<file path="config.mk">
export PLATFORM = sky130hd
export DESIGN_NAME = cpu_sequencer
export DESIGN_NICKNAME = d
export VERILOG_FILES = /design/src/rtl/cpu_sequencer.sv
export SDC_FILE = /design/constraint.sdc
export NUM_CORES = 1
export LEC_CHECK = 0
export ABC_AREA = 1
export BUFFER_PORTS_ARGS = -buffer_cell sky130_fd_sc_hd__buf_4
export CORE_MARGIN = 2
export CORE_UTILIZATION = 39
export CTS_BUF_LIST = sky130_fd_sc_hd__clkbuf_4 sky130_fd_sc_hd__clkbuf_8
export DETAILED_ROUTE_END_ITERATION = 8
export SKIP_LAST_GASP = 1
export SLEW_MARGIN = 20
export SYNTH_ARGS = -nofsm -noshare
export SYNTH_HDL_FRONTEND = slang
export SYNTH_SLANG_ARGS = --single-unit
export TNS_END_PERCENT = 1
</file>
<file path="constraint.sdc">
create_clock -name clk -period 1.57 [get_ports clk]
set_clock_uncertainty 0.05 [all_clocks]
set_input_delay 0.0785 -clock clk [delete_from_list [all_inputs] [get_ports clk]]
set_output_delay 0.0785 -clock clk [all_outputs]
set_load 0.02 [all_outputs]
</file>
<file path="src/rtl/cpu_sequencer.sv">
// Phase and run-control sequencer for the VeriRISC core: drives the 8-phase
// instruction cycle, tracks idle/run/step/halted state and counts retirements.
module cpu_sequencer #(
   parameter int unsigned CNT_W = 16
) (
   input  logic             clk,
   input  logic             rst_,
   input  logic             run_req,
   input  logic             step_req,
   input  logic             stop_req,
   input  logic             halt,
   input  logic             cnt_clr,
   output logic [2:0]       phase,
   output logic             phase_en,
   output logic [1:0]       state,
   output logic             halted,
   output logic [CNT_W-1:0] instr_cnt
);

   typedef enum logic [1:0] {
      S_IDLE   = 2'd0,
      S_RUN    = 2'd1,
      S_STEP   = 2'd2,
      S_HALTED = 2'd3
   } state_e;

   state_e           state_q, state_d;
   logic [2:0]       phase_q, phase_d;
   logic             stop_pend_q, stop_pend_d;
   logic [CNT_W-1:0] cnt_q, cnt_d;

   logic active;
   logic boundary;
   logic stop_any;

   assign active   = (state_q == S_RUN) || (state_q == S_STEP);
   assign boundary = active && (phase_q == 3'd7);
   assign stop_any = stop_pend_q | stop_req;

   always_ff @(posedge clk or negedge rst_) begin
      if (!rst_) begin
         state_q     <= S_IDLE;
         phase_q     <= '0;
         stop_pend_q <= 1'b0;
         cnt_q       <= '0;
      end else begin
         state_q     <= state_d;
         phase_q     <= phase_d;
         stop_pend_q <= stop_pend_d;
         cnt_q       <= cnt_d;
      end
   end

   always_comb begin
      state_d     = state_q;
      phase_d     = '0;
      stop_pend_d = 1'b0;
      cnt_d       = cnt_q;

      case (state_q)
         S_IDLE, S_HALTED: begin
            if (stop_req)      state_d = S_IDLE;
            else if (step_req) state_d = S_STEP;
            else if (run_req)  state_d = S_RUN;
         end
         S_RUN: begin
            if (boundary) begin
               if (halt)          state_d = S_HALTED;
               else if (stop_any) state_d = S_IDLE;
            end
         end
         S_STEP: begin
            // A step ends in IDLE unless halted; run_req mid-step promotes to RUN.
            if (boundary)     state_d = halt ? S_HALTED : S_IDLE;
            else if (run_req) state_d = S_RUN;
         end
      endcase

      if (active && !boundary) begin
         phase_d     = phase_q + 3'd1;
         stop_pend_d = stop_any;
      end

      if (cnt_clr)       cnt_d = '0;
      else if (boundary) cnt_d = cnt_q + CNT_W'(1);
   end

   always_comb begin
      phase_en = (state_q == S_RUN) || (state_q == S_STEP);
      halted   = (state_q == S_HALTED);
   end

   assign phase     = phase_q;
   assign state     = state_q;
   assign instr_cnt = cnt_q;

endmodule

</file>
==> impl_summary.md, run 1 <==
Status
The flow ran to the end, and the final reports show no timing, DRC or antenna violations.

Clocking
The root buffer cell chosen for the clock tree is sky130_fd_sc_hd__clkbuf_4. The total CTS buffers is 3. The maximum number of buffers from clock root to sink is 2. The TritonCTS clock tree is done. The count of H-tree levels built during CTS is 1.

The clock slew seen by the registers of the worst setup and hold paths is 0.13 ns. The later pin in the worst-skew pair is clocked with a latency of 0.32 ns. For this design, the sink count on the clock tree is 22.

Power and ir drop
The power dissipated by switching net loads is 0.000689 W. The internal power of the cells is 0.00126 W. The worst-case IR drop observed on VDD is 0.658 mV. The total power consumption of the routed design is 0.00195 W.

The areal power density over the cells is 1070 nW/um^2. The leakage power total is 0.890 nW. Of the total power, the share spent switching nets is 35.3%. Per report_power, the sequential group accounts for 35.0% of the total. The part of the power in combinational logic is 42.7%. The share of total power dissipated in the clock network is 22.3%.

Yosys
The synthesized netlist devotes 6.69% of its cell area to compound gates. After synthesis, the netlist uses 19 different library cells. Dividing the synthesized area by the synthesized cell count gives 7.17 sq um. The adder-cell share of the synthesized area is 5.81%. Summing every instance area after synthesis gives 1290 sq um. The cell count after synthesis is 180.

The net count after synthesis is 193. The count of state elements after synthesis is 22. The synthesized netlist devotes 0% of its cell area to XOR and XNOR gates.

Yosys printed 0 warnings. Summing the sequential cell areas from Yosys gives 42.6% of the chip area. After synthesis, the largest family of logic cells by area is simple AND/OR/NAND/NOR gates. The post-synthesis mux area share is 0%. The post-synthesis simple-gate area fraction is 36.7%.

Place
At the end of routability-driven placement, the weighted congestion stood at 0.968. The detailed-placement wirelength estimate is 2.47 mm. The post-placement worst setup slack is -0.0432 ns. The count of buffers added on input and output ports is 29. After detailed placement, the total cell area comes to 1640 sq um.

Run
Across the run, the number of max-cap violations was 0.

GRT
The global-route usage over all layers is 19.7%. The pin count of the biggest net entering global routing is 23. The global-route wire length before repair is 5.56 mm.

The aggregate global routing overflow is 0. The number of global-route vias before repair was 1,217. The number of antenna violations at the first check in global routing is 0.

STA
Static timing analysis puts the maximum clock frequency at 0.648 GHz. The setup TNS is 0 ns. The worst path needs 1.54 ns of the cycle, external delays included.

Setup violations remaining at the end of the flow were counted as 0. The final count of hold timing violations is 0. Setup slack on the critical path of the routed design comes to 0.0271 ns. Setup repair after global routing could not meet its margin everywhere. The number of pins with negative max-slew slack in the final report is 0.

At the pin with the least slew margin, the transition time is 0.283 ns. Headroom to the max-slew limit came out at 81.1%. The part of the cycle the worst path needs is 98.3%.

Cells and area
The number of antenna diodes in the final layout is 0. After filler insertion, the fill cell instance count of the layout stands at 309. The post-route cell area is 1820 sq um. The area growth from synthesis to layout is 40.7%.

In the final design database the tool counted 241 nets. The proportion of layout cells with a drive suffix above 1 is 29.1%.

Floorplan
The chip width is 61.5 um. The die footprint is 3790 sq um. During I/O placement, the number of pins put on the boundary was 30. The total core area is 3100 sq um. From bottom edge to top edge, the die measures 61.5 um. In this run the core area contains 20 standard-cell rows.

For this configuration, the core starts out at a cell density of 41.6%.

Setup path
The delay of the slowest cell on the worst path is 0.45 ns. Traced cell by cell, the critical path runs through ha_4 > inv_6 > buf_4 > buf_4. At the worst endpoint, the required time is 1.44 ns. Among all stages on the critical path, the largest delay is contributed by sky130_fd_sc_hd__dfrtp_2.

The critical path is of the flop to output pin type. The most repeated library cell on the critical path is sky130_fd_sc_hd__buf_4. The type of element launching the critical path is a flop. The type of element capturing the critical path is an output pin. The worst path arrival time is 1.41 ns. In this run the worst path has a maximum fanout of 4.

Routing
In the final routed layout, each cell accounts on average for 11.9 um. The pre-antenna-repair detailed-routing pass consisted of 4 iterations. For this run, design rule violations remaining after detail routing come to 0. Dividing the detail-routed via count by the number of cells gives 4.86. After the first detailed-routing iteration, the DRC count stood at 52. The total number of vias is 1,318. The total detailed-routing wirelength is 3.24 mm. The detail route stage leaves a number of antenna-violating nets equal to 0.

Min path
The path class of the tightest hold or removal check is input pin to flop.
[final cells by class]
type / count / area (sq um) / area share (%)
multi-input cells: 130 / 711 / 39.1
flip-flops and latches: 22 / 554 / 30.5
repair buffers: 44 / 338 / 18.6
inverters: 27 / 106 / 5.85
well taps: 44 / 55.1 / 3.03
clock inverters: 1 / 30.0 / 1.65
clock buffers: 3 / 22.5 / 1.24
[worst paths after layout]
| check | from | to | slack [ns] | depth (start not counted) |
|---|---|---|---|---|
| worst min-delay path | step_req | state[0] | 0.03 | 4 |
| worst max-delay path | state[1] | phase_en | 0.03 | 4 |
| worst max register to register | state[0] | instr_cnt[5] | 0.03 | 9 |
| max in group asynchronous | rst_ | state[1] | 1.11 | 2 |
| worst min register to register | stop_pend_q | stop_pend_q | 0.49 | 2 |
| min in group asynchronous | rst_ | state[0] | 0.11 | 2 |
[repair_timing]
| item | CTS | global route |
|---|---|---|
| gates resized for setup | 2 | 13 |
| endpoints found under the hold margin | 27 | 0 |
| hold buffers | 3 | 0 |
| endpoints found under the setup margin | 6 | 14 |
| setup buffers | 2 | 2 |
| pin swaps | 1 | 6 |
[flip-flops by register name (all words and copies together) (netlist names)]
signal       count
state            2
instr_cnt       16
stop_pend_q      1
phase            3
[cells by family (layout without fill, tap and decap cells)]
group / count (synthesis) / after routing
and+or+nand+nor: 108 / 108
buffers and inverters: 28 / 75
DFF: 22 / 22
AOI/OAI and AO/OA: 16 / 16
adders and majority gates: 6 / 6
[cell usage after synthesis, drive strengths merged]
cell	count	share of area [%]
nand3	13	5.0
dfrtp	22	43
and2	1	0.48
clkbuf	1	0.29
nor3b	1	0.58
a31oi	1	0.48
a21oi	9	3.5
nor3	7	2.7
nand2	46	14
ha	6	5.8
inv	27	7.8
o21ai	4	1.6
nand4	6	2.9
nor2	34	11
a211oi	2	1.2
[power groups by stage]
| stage | sequential [W] | clock [W] | combinational [W] |
|---|---|---|---|
| 3_3_place_gp | 0.000681 | 0 | 0.000755 |
| 4_1_cts | 0.000671 | 0.000448 | 0.000804 |
| 5_1_grt | 0.000689 | 0.000463 | 0.000936 |
| 2_1_floorplan | 0.000757 | 0 | 0.000403 |
| 3_5_place_dp | 0.000687 | 0 | 0.000775 |
| 6_report | 0.000683 | 0.000435 | 0.000832 |
[per-layer routing]
metal | track usage [%] | share of wire [%] | up-vias | wire [um]
met2 | 29.5 | 45 | 41 | 1460
li1 | - | - | 667 | -
met5 | 0 | 0 | - | 0
met1 | 29.4 | 46 | 605 | 1500
met4 | 4.86 | 0.83 | 0 | 27
met3 | 3.78 | 7.7 | 5 | 250
[layout by cell type, fill, tap and decap left out, types with 6 or more instances in the layout]
master / n
sky130_fd_sc_hd__a21oi_1: 9
sky130_fd_sc_hd__nand3_1: 13
sky130_fd_sc_hd__nor3_1: 7
sky130_fd_sc_hd__dfrtp_1: 19
sky130_fd_sc_hd__nor2_1: 28
sky130_fd_sc_hd__inv_1: 23
sky130_fd_sc_hd__nand2_1: 43
sky130_fd_sc_hd__buf_4: 41
sky130_fd_sc_hd__nand4_1: 6
[critical path: cells and delay by family, from the launching register on]
family	cells	cell delay, ns
flops	1	0.45
fa+ha+maj	1	0.32
buf+inv	3	0.33
[per-stage QoR]
stage / hold slack, ns / std cells / utilization (%)
after detailed placement: -0.0645 / 260 / 52.9
after global routing: 0.0440 / 271 / 58.5
after floorplan: -0.267 / 180 / -
after global placement: -0.0634 / 260 / 52.9
after CTS: 0.0270 / 269 / 56.1
final: 0.0342 / 271 / 58.5
Note: power is estimated with default switching activity, not from simulation.
==> run 2, diff against run 1 <==
==> constraint.sdc (replaced) <==
create_clock -name clk -period 1.3 [get_ports clk]
set_clock_uncertainty 0.05 [all_clocks]
set_input_delay 0.065 -clock clk [delete_from_list [all_inputs] [get_ports clk]]
set_output_delay 0.065 -clock clk [all_outputs]
set_load 0.02 [all_outputs]
==> run 2 against run 1 <==
Against the previous run:
- flip-flop and latch count unchanged
- the run now ends with setup timing left
- cell count increased by 7.4%
- routed wire length increased by 9.0%
- critical path depth increased by 6
- largest cell class unchanged
==> impl_summary.md, run 2 (synthesized netlist as in run 1, its figures left out) <==
Status
The run finished, with violations left. The checks that failed: setup timing.

Cells and area
In the final layout, the multi-input gates occupy 708 sq um. For this run, the share of the core covered by cells in the final layout is 63.2%. The most common cell after layout, fill and taps aside is sky130_fd_sc_hd__buf_4. The library cells used most frequently in the layout, excluding fill and tap cells, are 58 x sky130_fd_sc_hd__buf_4, 43 x sky130_fd_sc_hd__nand2_1, 27 x sky130_fd_sc_hd__nor2_1. The register with the most flip-flops in the layout has 16 of them. Leaving out filler cells and counting taps, the final layout contains 291.

The register area is 556 sq um. The final antenna diode count is 0. The area growth from synthesis to layout is 51.8%. The layout filler cell count is 292. The proportion of layout cells with a drive suffix above 1 is 35.2%. The number of nets at the end of the flow is 261.

Setup path
Data on the critical path is required at its endpoint by 1.45 ns. The start of the worst register-to-register path is phase[1]. The delay of the slowest cell on the worst path is 0.44 ns. STA classifies the critical path startpoint as a flop. The depth of the worst register-to-register path is 10. On the critical path the largest part of the delay comes from flip-flops. The setup slack of the most critical reg-to-reg path is -0.25 ns. Traced cell by cell, the critical path runs through ha_4 > ha_4 > buf_4 > nand2_4 > buf_6 > nand2_1 > nand3_1 > nand2_1 > nand2_1 > a21oi_1. The critical path runs through a total of 10 cells.

The most numerous cell type found on the critical path is sky130_fd_sc_hd__nand2_1. In this run the critical register-to-register path is captured at state[0]. The slowest stage of the critical path belongs to the cell sky130_fd_sc_hd__dfrtp_2. The critical-path maximum fanout is 3. The critical path in this run is classified as flop to flop. The worst setup path is captured at a flop. The worst path arrival time is 1.70 ns. The count of buffering cells on the critical path with inverters included is 2.

Routing
In the final routed layout, each cell accounts on average for 12.1 um. The total number of vias is 1,378. For this run, design rule violations remaining after detail routing come to 0. The first-pass iteration count of the detailed router is 4. The detailed-route vias per instance is 4.74. The total detailed-routing wirelength is 3.53 mm. The number of antenna-violating nets in the routed design is 0. In this run, the number of DRC markers left after iteration 0 of detailed routing was 119.

Clocking
The count of H-tree levels built during CTS is 1. The latest clock arrival within the worst-skew pair is 0.31 ns. The total CTS buffers is 3. The count of clock tree sinks is 22.

Clock-pin slew was measured on the worst setup and hold paths at 0.11 ns. The clock passes through at most 2 buffers. The TritonCTS clock tree is done. The root buffer cell is sky130_fd_sc_hd__clkbuf_4.

Floorplan
The floorplan step defined a die boundary enclosing 3790 sq um. For this configuration, the core starts out at a cell density of 41.6%. The region available for standard cell placement spans 3100 sq um. The floorplan step set the die height to 61.5 um. In this run the core area contains 20 standard-cell rows. The die is 61.5 um wide. The top-level I/O count is 30.

GRT
The pin count of the biggest net entering global routing is 23. In the global route stage, overall resource usage came out at 21.4%. The aggregate global routing overflow is 0. The global-route wire length before repair is 5.89 mm. The number of antenna violations at the first check in global routing came to 0. The number of global-route vias before repair came to 1,329.

STA
After layout, the worst path uses 119% of the clock period. After layout, the worst setup slack is -0.247 ns. The number of pins with negative max-slew slack in the final report is 0. Setup repair after global routing could not meet its margin everywhere.

The final count of hold timing violations is 0. The hold slack is 0.0372 ns. Setup violations remaining at the end of the flow were counted as 21. The smallest clock period supported by the final layout is computed as 1.55 ns. For the pin with the worst max-slew slack, the measured transition is 0.293 ns. Headroom to the max-slew limit came out at 80.5%. Timing would allow up to 0.646 GHz.

Power and ir drop
Summed over all cells, the static leakage comes to 0.987 nW. Across the VDD grid, the largest voltage drop is 1.40 mV. The areal power density over the cells is 1140 nW/um^2.

Min path
The hold-critical path endpoint is state[0]. The startpoint identified for the worst hold timing path is step_req. Along the worst hold path, the cell count comes to 4.

In this run the worst hold path is classified as input pin to flop.

Place
The global placement routability congestion is 0.894. The count of buffers added on input and output ports is 29. Detailed placement finished with a half-perimeter wire length of 2.72 mm. The instance count after placement with tap cells included is 280.

Run
Across the run, the number of max-cap violations was 0.
-- run 2: cell types whose count changed in the layout (fill, tap and decap cells not counted), moves of 2 or more --
cell	delta
sky130_fd_sc_hd__a21oi_1	-2
sky130_fd_sc_hd__a21oi_2	+2
sky130_fd_sc_hd__buf_4	+17
sky130_fd_sc_hd__buf_6	+3
-- run 2: cell type report --
cell class                 instances  share of cell area [%]
timing repair buffer              64                    25.5
tap                               44                    2.81
multi-input combinational        130                    36.1
clock buffer                       4                    1.85
inverter                          27                    5.42
sequential                        22                    28.3
-- run 2: stage by stage --
stage                     cell area [sq um]  total power [W]  setup slack, ns  TNS (ns)
final                                  1960          0.00224           -0.247     -3.58
after detailed placement               1810          0.00183           -0.286     -2.83
after floorplan                        1330          0.00142           -0.250     -2.29
after global placement                 1810          0.00180           -0.219     -2.18
after global routing                   1960          0.00240           -0.342     -5.57
after CTS                              1930          0.00227           -0.230     -3.72
-- run 2: worst max-delay path by stage --
| stage | from | endpoint | slack (ns) |
|---|---|---|---|
| 6_report | phase[1] | state[0] | -0.25 |
| 5_1_grt | phase[1] | instr_cnt[8] | -0.34 |
| 4_1_cts | state[0] | instr_cnt[14] | -0.23 |
| 3_5_place_dp | phase[0] | instr_cnt[14] | -0.29 |
| 3_3_place_gp | phase[0] | instr_cnt[14] | -0.22 |
| 2_1_floorplan | state[1] | instr_cnt[13] | -0.25 |
-- run 2: power by group --
group          switching, W  internal [W]  total (W)
Clock              0.000207      0.000171   0.000378
Sequential        0.0000556      0.000766   0.000822
Combinational      0.000579      0.000464    0.00104
Total              0.000842       0.00140    0.00224
-- run 2: timing repair --
action	4_1_cts	5_1_grt
pin swaps	8	5
endpoints found under the setup margin	24	24
gates resized for setup	10	5
hold buffers	3	0
endpoints found under the hold margin	27	0
buffers inserted	2	2
-- run 2: worst min-delay path, stage by stage --
cell                      delay [ns]
sky130_fd_sc_hd__buf_4          0.08
sky130_fd_sc_hd__nor3_1         0.04
sky130_fd_sc_hd__nor2_1         0.10
sky130_fd_sc_hd__a21oi_1        0.08
-- run 2: routing by layer --
metal	part of all wire (%)	routed length (um)	track usage, %
met1	45	1590	28.1
met2	49	1720	36.2
met3	5.5	193	3.99
met4	0.74	26	5.78
met5	0	0	0
